### config.mk
export PLATFORM = sky130hd
export DESIGN_NAME = imm_encoder_flat
export DESIGN_NICKNAME = d
export VERILOG_FILES = /design/src/rtl/imm_encoder_if.sv /design/src/rtl/imm_encoder.sv /design/src/flat_wrapper.sv
export SDC_FILE = /design/constraint.sdc
export NUM_CORES = 1
export LEC_CHECK = 0
export BUFFER_PORTS_ARGS = -buffer_cell sky130_fd_sc_hd__clkbuf_2
export CAP_MARGIN = 20
export CORE_MARGIN = 4
export CORE_UTILIZATION = 29
export DETAILED_ROUTE_END_ITERATION = 10
export SYNTH_ARGS = -nofsm -noshare
export SYNTH_HDL_FRONTEND = slang
export SYNTH_SLANG_ARGS = --single-unit
### constraint.sdc
create_clock -name clk -period 2 [get_ports clk]
set_input_delay 0.3 -clock clk [delete_from_list [all_inputs] [get_ports clk]]
set_output_delay 0.3 -clock clk [all_outputs]
set_load 0.05 [all_outputs]
### src/rtl/imm_encoder_if.sv
// Handshake and data bundle for imm_encoder.
// slave = encoder side, master = loader/driver side.
interface imm_encoder_if #(
  parameter int ADDR_W = 32,
  parameter int CNT_W  = 16
);
  logic              in_valid;
  logic              in_ready;
  logic [1:0]        ImmSrc;
  logic [31:0]       Imm;
  logic [31:0]       Base;
  logic              out_valid;
  logic              out_ready;
  logic [31:0]       Instr;
  logic [ADDR_W-1:0] WAddr;
  logic              ErrPulse;
  logic [CNT_W-1:0]  ErrCount;

  modport slave (
    input  in_valid, ImmSrc, Imm, Base, out_ready,
    output in_ready, out_valid, Instr, WAddr,
    output ErrPulse, ErrCount
  );

  modport master (
    output in_valid, ImmSrc, Imm, Base, out_ready,
    input  in_ready, out_valid, Instr, WAddr,
    input  ErrPulse, ErrCount
  );
endinterface

### src/rtl/imm_encoder.sv
// Packs a signed immediate into I/S/B/J instruction fields.
// Ports: clk, reset (async active-low), bus (imm_encoder_if.slave).
module imm_encoder #(
  parameter int              ADDR_W    = 32,
  parameter logic [ADDR_W-1:0] BASE_ADDR = '0,
  parameter int              CNT_W     = 16
) (
  input logic            clk,
  input logic            reset,
  imm_encoder_if.slave   bus
);

  typedef enum logic {
    S_EMPTY = 1'b0,
    S_FULL  = 1'b1
  } state_t;

  state_t            r_state;
  logic [31:0]       r_instr;
  logic [ADDR_W-1:0] r_waddr;
  logic              r_err_pulse;
  logic [CNT_W-1:0]  r_err_cnt;

  logic        w_out_valid;
  logic        w_in_ready;
  logic        w_accept;
  logic        w_xfer;
  logic        w_legal;
  logic [31:0] w_enc;
  logic [31:0] w_imm;
  logic [31:0] w_base;

  assign w_imm       = bus.Imm;
  assign w_base      = bus.Base;
  assign w_out_valid = (r_state == S_FULL);
  assign w_in_ready  = !w_out_valid || bus.out_ready;
  assign w_accept    = bus.in_valid && w_in_ready;
  assign w_xfer      = w_out_valid && bus.out_ready;

  // A value fits in N signed bits when all bits
  // from N-1 upward agree with the sign bit.
  logic w_fit12;
  logic w_fit13;
  logic w_fit21;

  assign w_fit12 = (&w_imm[31:11]) || !(|w_imm[31:11]);
  assign w_fit13 = (&w_imm[31:12]) || !(|w_imm[31:12]);
  assign w_fit21 = (&w_imm[31:20]) || !(|w_imm[31:20]);

  always_comb begin
    w_legal = 1'b0;
    unique case (bus.ImmSrc)
      2'b00: w_legal = w_fit12;
      2'b01: w_legal = w_fit12;
      2'b10: w_legal = w_fit13 && !w_imm[0];
      2'b11: w_legal = w_fit21 && !w_imm[0];
      default: w_legal = 1'b0;
    endcase
  end

  always_comb begin
    w_enc = w_base;
    unique case (bus.ImmSrc)
      2'b00: w_enc = {w_imm[11:0], w_base[19:0]};
      2'b01: w_enc = {w_imm[11:5], w_base[24:12],
                      w_imm[4:0], w_base[6:0]};
      2'b10: w_enc = {w_imm[12], w_imm[10:5],
                      w_base[24:12], w_imm[4:1],
                      w_imm[11], w_base[6:0]};
      2'b11: w_enc = {w_imm[20], w_imm[10:1],
                      w_imm[11], w_imm[19:12],
                      w_base[11:0]};
      default: w_enc = w_base;
    endcase
  end

  // WAddr advances on every transfer, so a word
  // loaded in the same cycle picks up the new address.
  always_ff @(posedge clk or negedge reset) begin
    if (!reset) begin
      r_state     <= S_EMPTY;
      r_instr     <= '0;
      r_waddr     <= BASE_ADDR;
      r_err_pulse <= 1'b0;
      r_err_cnt   <= '0;
    end else begin
      r_err_pulse <= w_accept && !w_legal;
      if (w_xfer) begin
        r_waddr <= r_waddr + ADDR_W'(4);
      end
      if (w_accept && w_legal) begin
        r_state <= S_FULL;
        r_instr <= w_enc;
      end else if (w_xfer) begin
        r_state <= S_EMPTY;
      end
      if (w_accept && !w_legal &&
          (r_err_cnt != {CNT_W{1'b1}})) begin
        r_err_cnt <= r_err_cnt + CNT_W'(1);
      end
    end
  end

  assign bus.in_ready  = w_in_ready;
  assign bus.out_valid = w_out_valid;
  assign bus.Instr     = r_instr;
  assign bus.WAddr     = r_waddr;
  assign bus.ErrPulse  = r_err_pulse;
  assign bus.ErrCount  = r_err_cnt;

endmodule

### src/flat_wrapper.sv
// flat-port wrapper written by rule: the top's interface ports become plain ports
module imm_encoder_flat 
#(
  parameter int              ADDR_W    = 32,
  parameter logic [ADDR_W-1:0] BASE_ADDR = '0,
  parameter int              CNT_W     = 16
)
  (clk, reset, bus_in_valid, bus_ImmSrc, bus_Imm, bus_Base, bus_out_ready, bus_in_ready, bus_out_valid, bus_Instr, bus_WAddr, bus_ErrPulse, bus_ErrCount);
  imm_encoder_if #(.ADDR_W(ADDR_W), .CNT_W(CNT_W)) bus_i ();
  input logic clk;
  input logic reset;
  input wire logic [$bits(bus_i.in_valid)-1:0] bus_in_valid;
  input wire logic [$bits(bus_i.ImmSrc)-1:0] bus_ImmSrc;
  input wire logic [$bits(bus_i.Imm)-1:0] bus_Imm;
  input wire logic [$bits(bus_i.Base)-1:0] bus_Base;
  input wire logic [$bits(bus_i.out_ready)-1:0] bus_out_ready;
  output wire logic [$bits(bus_i.in_ready)-1:0] bus_in_ready;
  output wire logic [$bits(bus_i.out_valid)-1:0] bus_out_valid;
  output wire logic [$bits(bus_i.Instr)-1:0] bus_Instr;
  output wire logic [$bits(bus_i.WAddr)-1:0] bus_WAddr;
  output wire logic [$bits(bus_i.ErrPulse)-1:0] bus_ErrPulse;
  output wire logic [$bits(bus_i.ErrCount)-1:0] bus_ErrCount;
  assign bus_i.in_valid = bus_in_valid;
  assign bus_i.ImmSrc = bus_ImmSrc;
  assign bus_i.Imm = bus_Imm;
  assign bus_i.Base = bus_Base;
  assign bus_i.out_ready = bus_out_ready;
  assign bus_in_ready = bus_i.in_ready;
  assign bus_out_valid = bus_i.out_valid;
  assign bus_Instr = bus_i.Instr;
  assign bus_WAddr = bus_i.WAddr;
  assign bus_ErrPulse = bus_i.ErrPulse;
  assign bus_ErrCount = bus_i.ErrCount;
  imm_encoder #(.ADDR_W(ADDR_W), .BASE_ADDR(BASE_ADDR), .CNT_W(CNT_W)) u_core (.clk(clk), .reset(reset), .bus(bus_i));
endmodule
==> results of run 1 <==
## Yosys cell counts (5+ instances only)
cell type / count
sky130_fd_sc_hd__and2_1: 5
sky130_fd_sc_hd__and3_1: 5
sky130_fd_sc_hd__dfrtp_1: 80
sky130_fd_sc_hd__mux2_2: 23
sky130_fd_sc_hd__mux2_4: 26
sky130_fd_sc_hd__nand2_1: 35
sky130_fd_sc_hd__nand3_1: 17
sky130_fd_sc_hd__nand4_1: 17
sky130_fd_sc_hd__nor2_1: 12
sky130_fd_sc_hd__nor4_1: 5
sky130_fd_sc_hd__o21ai_0: 7
sky130_fd_sc_hd__xnor2_1: 37
sky130_fd_sc_hd__xor2_1: 8
## per-stage QoR
| step | TNS [ns] | area (µm²) |
|---|---|---|
| 2_1_floorplan | -10.44 | 3870 |
| 3_3_place_gp | -19.55 | 5070 |
| 3_5_place_dp | -21.15 | 5070 |
| 4_1_cts | -2.63 | 5440 |
| 5_1_grt | -4.33 | 5540 |
| 6_report | -2.90 | 5540 |
## report_power, final
part	switching, mW	internal, mW
combinational	0.547	0.336
sequential	0.0332	1.68
clock	0.655	1.13
## flip-flops by register name, indices dropped and copies added (netlist names)
| signal | flops |
|---|---|
| u_core.bus.Instr | 32 |
| u_core.bus.WAddr | 30 |
| u_core.bus.ErrPulse | 1 |
| u_core.bus.out_valid | 1 |
| u_core.bus.ErrCount | 16 |
## routing by layer
| layer | share of wire, % | vias up | track usage, % | wire, µm |
|---|---|---|---|---|
| met5 | 0 | - | 0 | 0 |
| met4 | 2.1 | 0 | 6.78 | 214 |
| met3 | 5.8 | 16 | 3.16 | 578 |
| met2 | 50 | 91 | 23.2 | 5020 |
| met1 | 42 | 1481 | 16.1 | 4210 |
| li1 | - | 1482 | - | - |
## worst register-to-register path: cells and delay by family, from the launching register on
family / cells / cell delay [ns]
AND/OR/NAND/NOR: 5 / 0.89
flip-flops: 1 / 0.37
buffers and inverters: 1 / 0.17
AO/OA/AOI/OAI: 1 / 0.19
XOR/XNOR: 1 / 0.19
## final cells by class
type	instances	share of cell area, %
tap	172	3.88
clock buffer	11	4.38
multi-input combinational	224	34.0
sequential	80	36.3
inverter	2	0.135
timing repair buffer	184	19.9
clock inverter	5	1.44
## logic make-up after synthesis
logic type,count (synthesis),synth area share (%)
buffers and inverters,10,1.76
other,1,0.0978
AO/OA/AOI/OAI,12,2.58
AND/OR/NAND/NOR,111,14.7
flip-flops,80,52.2
multiplexers,52,17.7
adder cells (fa/ha/maj),2,0.652
XOR/XNOR,45,10.3
## path summary, 6_finish.rpt
| path | depth (start not counted) | from | endpoint | slack (ns) |
|---|---|---|---|---|
| min | 3 | bus_in_valid | u_core.bus.out_valid | 0.19 |
| min in group asynchronous | 2 | reset | u_core.bus.ErrCount[3] | 0.44 |
| min reg2reg | 1 | u_core.bus.WAddr[13] | u_core.bus.WAddr[13] | 0.48 |
| max | 8 | bus_Imm[28] | u_core.bus.Instr[24] | -0.11 |
| max reg2reg | 8 | u_core.bus.ErrCount[2] | u_core.bus.ErrCount[5] | 0.10 |
| max in group asynchronous | 3 | reset | u_core.bus.WAddr[11] | 0.90 |
## what timing repair did
action	in CTS	in global routing
buffers inserted	1	2
hold buffers	1	0
pin swaps	1	12
setup endpoints to repair	43	47
endpoints found under the hold margin	33	0
gates resized for setup	4	16
==> results.yml, run 1 <==
run_status:
  result_of_the_run: "finished, violations left"
  violations_in_the_final_reports: "setup timing"
finish:
  drive_gt1_share_pct: 54.2
  filler_cell_count: 1224
  multi_input_comb_area_um2: 1890
  fin_nets: 573
  final-instance-count-excl-fill: 678
  area_growth_syn_to_layout_pct: 44.6
  layout.core_utilization_pct: 43.4
  most-common-layout-cells: "sky130_fd_sc_hd__clkbuf_2 (141), sky130_fd_sc_hd__dfrtp_1 (73), sky130_fd_sc_hd__buf_4 (35), sky130_fd_sc_hd__xnor2_1 (34), sky130_fd_sc_hd__nand2_1 (33)"
  commonest_non_fill_non_tap_cell_in_the_layout: "sky130_fd_sc_hd__clkbuf_2"
  insertedDiodeCount: 0
  sequential_cell_area_um2: 2010
timing:
  period_share_pct: 106
  slew-limit-headroom_pct: 66.1
  final.min_clock_period_ns: 2.11
  final.setup_skew_ns: 0.00827
  worst_slew_pin_slew_ns: 0.505
  hold_slack_ns: 0.186
  fin_ws_ns: -0.110
  finalHoldViolations: 0
  grt_setup_unrepaired: "yes"
  report.final.setup_viol: 36
  slew_violations: 0
  fmax_mhz: 474
clock_network:
  clock_insertion_delay_worst_skew_ns: 0.34
  cts_htree_levels: 3
  clk_transition_reported_paths_ns: 0.06
  cts-buffers-inserted: 9
  cts_buffer_depth: 2
  cts.sink_count: 80
  root_buffer: "sky130_fd_sc_hd__clkbuf_16"
  cts_tree: "yes"
floorplan:
  area_enclosed_by_the_die_boundary_um2: 15100
  initial_utilization_pct: 30.0
  die_y_um: 123
  ios: 153
  rows: 41
  chipWidth_um: 123
  core_area_um2: 12800
critical_path:
  crit_buf_inv: 2
  timing.critical_path.slowest_cell_delay_ns: 0.52
  cp_data_arrival_time_ns: 2.33
  critical_path_cell_sequence: "buf_6 -> or4_4 -> or3_4 -> a2bb2o_4 -> o311a_4 -> o21ai_4 -> buf_12 -> mux2_4"
  startpoint_type: "input pin"
  crit_type: "input pin to flop"
  setup.worst_path.end_class: "flop"
  crit_slowest_cell: "sky130_fd_sc_hd__or4_4"
  crit_path_max_fanout: 13
  timing.critical_path.required_ns: 2.22
  critical-path-top-delay-family: "simple AND/OR/NAND/NOR gates"
worst_hold_path:
  holdCritPathClass: "input pin to flop"
detailed_routing:
  drc: 0
  post_drt_wl_per_cell_um: 14.8
  num_vias: 3070
  drt-pass1-iter-count: 4
  first_iter_violations: 113
  route.detailed.vias_per_inst: 4.53
  ant_nets: 0
  totalWireLength_um: 10000
power:
  powerDensity_nw_per_um2: 790
  power_total_mw: 4.38
  cellLeakagePower_nw: 2.88
  vdd_ir_max_mv: 0.634
global_route:
  grt_antenna_before_repair: 0
  overall_global_routing_resource_usage_pct: 13.6
  globalRouteOverflowTotal: 0
  grt_first_pass_wirelength_um: 15900
  grt_max_degree: 48
  number_of_global_route_vias_before_repair: 3261
synthesis:
  synth_top_flop_cell: "sky130_fd_sc_hd__dfrtp_1"
  post_synth_num_cell_types: 31
  synthesized_flop_and_latch_total: 80
  yosys_warnings: 0
  post_synthesis_instance_total: 313
  synth-seq-area-share_pct: 52.2
  post_synthesis_mean_instance_area_um2: 12.3
  synth_enable_flop_cells: 0
  post_synth_main_area_contributors: "sky130_fd_sc_hd__dfrtp_1 (52%), sky130_fd_sc_hd__mux2_4 (10%), sky130_fd_sc_hd__xnor2_1 (8.5%)"
  yosys.area.top_type: "sky130_fd_sc_hd__dfrtp_1"
  post_synth_instance_area_um2: 3830
  asyncSetResetFlopFracSynth_pct: 100
  synthDominantCellAreaShare_pct: 52.2
placement:
  dp_cells: 658
  post-place-ws_ns: -0.510
  dp_hpwl_um: 7800
  place.gp.congestion: 0.745
  portBuffers: 143
flow_run:
  cap_viol_max_count: 0
(Power assumes the default switching activity.)
==> run 2: changes to the inputs <==
--- a/config.mk
+++ b/config.mk
@@ -10,6 +10,8 @@
 export CORE_MARGIN = 4
 export CORE_UTILIZATION = 29
 export DETAILED_ROUTE_END_ITERATION = 10
+export GPL_TIMING_DRIVEN = 0
+export REMOVE_ABC_BUFFERS = 1
 export SYNTH_ARGS = -nofsm -noshare
 export SYNTH_HDL_FRONTEND = slang
 export SYNTH_SLANG_ARGS = --single-unit
==> run 2 against run 1 <==
  * Utilization fell by 1.2 points
  * Hold slack improved by 0.0052 ns
  * Critical path type unchanged
  * Final area fell by 2.7%
  * Sequential cell count did not move
  * Wire length fell by 5.8%
  * Clock power fell by 6%
  * Sequential power rose by 3%
  * The run still ends with setup timing left
  * Global-route usage fell by 0.81 points
==> results.yml, run 2 (synthesis gave the netlist of run 1 again) <==
placement:
  portBuffers: 143
  placedInstanceArea_um2: 4760
  dp_hpwl_um: 6840
  place.gp.congestion: 0.796
  dp_cells: 623
critical_path:
  crit_start: "bus_Imm[26]"
  crit_path_max_fanout: 6
  crit_type: "input pin to flop"
  reg2reg_from: "u_core.bus.ErrCount[2]"
  setup.worst_path.end_class: "flop"
  crit_slowest_cell: "sky130_fd_sc_hd__or4_4"
  timing.critical_path.required_ns: 2.22
  crit_buf_inv: 3
  worst_path_most_repeated_cell: "sky130_fd_sc_hd__buf_12"
  cp_data_arrival_time_ns: 2.41
  critical_path_cell_sequence: "buf_6 -> or4_4 -> or3_4 -> a2bb2o_4 -> o311a_4 -> o21ai_4 -> buf_12 -> buf_12 -> mux2_4"
  timing.critical_path.slowest_cell_delay_ns: 0.52
  critical-path-top-delay-family: "simple AND/OR/NAND/NOR gates"
  startpoint_type: "input pin"
power:
  power_total_mw: 4.15
  vdd_ir_max_mv: 0.719
  powerDensity_nw_per_um2: 769
  cellLeakagePower_nw: 2.80
floorplan:
  chipWidth_um: 123
  core_area_um2: 12800
  die_y_um: 123
  rows: 41
  ios: 153
  initial_utilization_pct: 30.0
  area_enclosed_by_the_die_boundary_um2: 15100
finish:
  area_growth_syn_to_layout_pct: 40.7
  final-instance-count-excl-fill: 656
  most-common-layout-cells: "sky130_fd_sc_hd__clkbuf_2 (141), sky130_fd_sc_hd__dfrtp_1 (78), sky130_fd_sc_hd__xnor2_1 (37), sky130_fd_sc_hd__nand2_1 (34), sky130_fd_sc_hd__mux2_4 (26)"
  fin_nets: 551
  layout.core_utilization_pct: 42.2
  final_area_um2: 5400
  filler_cell_count: 1227
  flip_flop_count_of_the_largest_register_after_layout: 32
  insertedDiodeCount: 0
  drive_gt1_share_pct: 50.8
  sequential_cell_area_um2: 2000
  commonest_non_fill_non_tap_cell_in_the_layout: "sky130_fd_sc_hd__clkbuf_2"
  multi_input_comb_area_um2: 1870
run_status:
  result_of_the_run: "finished, violations left"
  violations_in_the_final_reports: "setup timing"
timing:
  report.final.setup_viol: 32
  slew-limit-headroom_pct: 44.6
  finalHoldViolations: 0
  final.min_clock_period_ns: 2.19
  period_share_pct: 109
  final.setup_skew_ns: 0.00764
  fin_ws_ns: -0.189
  fmax_mhz: 457
  slew_violations: 0
  grt_setup_unrepaired: "yes"
  worst_slew_pin_slew_ns: 0.829
global_route:
  grt_antenna_before_repair: 0
  globalRouteOverflowTotal: 0
  grt_max_degree: 50
  overall_global_routing_resource_usage_pct: 12.8
  grt_first_pass_wirelength_um: 15100
  number_of_global_route_vias_before_repair: 3047
clock_network:
  clock_insertion_delay_worst_skew_ns: 0.34
  root_buffer: "sky130_fd_sc_hd__clkbuf_16"
  cts-buffers-inserted: 9
  cts_tree: "yes"
  clk_transition_reported_paths_ns: 0.06
  cts.sink_count: 80
  cts_buffer_depth: 2
  cts_htree_levels: 3
detailed_routing:
  num_vias: 2982
  ant_nets: 0
  route.detailed.vias_per_inst: 4.55
  drc: 0
  post_drt_wl_per_cell_um: 14.4
  first_iter_violations: 120
  totalWireLength_um: 9440
  drt-pass1-iter-count: 4
worst_hold_path:
  holdCritPathClass: "input pin to flop"
  hold_path.startpoint: "bus_in_valid"
flow_run:
  cap_viol_max_count: 0
-- run 2: repair_timing --
item                                    in CTS  in global routing
cloned                                       4                  0
endpoints found under the setup margin      51                 49
hold buffers                                 1                  0
pin swaps                                   10                  8
gates resized for setup                     22                 10
buffers inserted                             8                  6
endpoints found under the hold margin       31                  0
-- run 2: routing by layer --
metal | track usage (%) | vias to the layer above | share of wire, %
met5 | 0 | - | 0
met4 | 4.36 | 0 | 1.4
met3 | 3.89 | 12 | 7.2
met2 | 19.7 | 100 | 44
met1 | 17.2 | 1426 | 47
li1 | - | 1444 | -
-- run 2: final cells by class --
cell class / count / area share, %
Clock buffer: 9 / 4.17
Clock inverter: 7 / 1.44
Multi-Input combinational cell: 224 / 34.7
Inverter: 2 / 0.139
Timing Repair Buffer: 162 / 18.4
Tap cell: 172 / 3.99
Sequential cell: 80 / 37.2
-- run 2: power breakdown --
group          leakage, nW  switching, mW  internal (mW)
Combinational         1.55          0.451          0.244
Sequential            1.10         0.0850           1.69
Clock                0.147          0.700          0.980
-- run 2: worst paths after layout --
path	end	slack (ns)	cells after the start
setup / recovery	u_core.bus.Instr[25]	-0.19	9
hold / removal	u_core.bus.out_valid	0.19	3
setup reg to reg	u_core.bus.ErrCount[15]	0.10	7
hold reg to reg	u_core.bus.Instr[31]	0.49	2
max in group asynchronous	u_core.bus.ErrCount[2]	0.91	3
min in group asynchronous	u_core.bus.WAddr[7]	0.48	2
-- run 2: metrics by stage --
| stage | setup TNS, ns | setup slack (ns) | hold WS (ns) |
|---|---|---|---|
| after floorplan | -18.28 | -0.446 | 0.00441 |
| final | -5.02 | -0.189 | 0.191 |
| after global placement | -49.07 | -0.789 | 0.465 |
| after CTS | -4.93 | -0.182 | 0.173 |
| after global routing | -6.04 | -0.213 | 0.179 |
| after detailed placement | -28.67 | -0.735 | 0.314 |
-- run 2: worst register-to-register path: stages, from the launching register on --
cell	delay [ns]
sky130_fd_sc_hd__dfrtp_2	0.44
sky130_fd_sc_hd__and4_4	0.21
sky130_fd_sc_hd__and3_1	0.20
sky130_fd_sc_hd__nand3_2	0.10
sky130_fd_sc_hd__o211ai_1	0.17
sky130_fd_sc_hd__nor3_4	0.37
sky130_fd_sc_hd__nand4_1	0.16
sky130_fd_sc_hd__xnor2_1	0.14
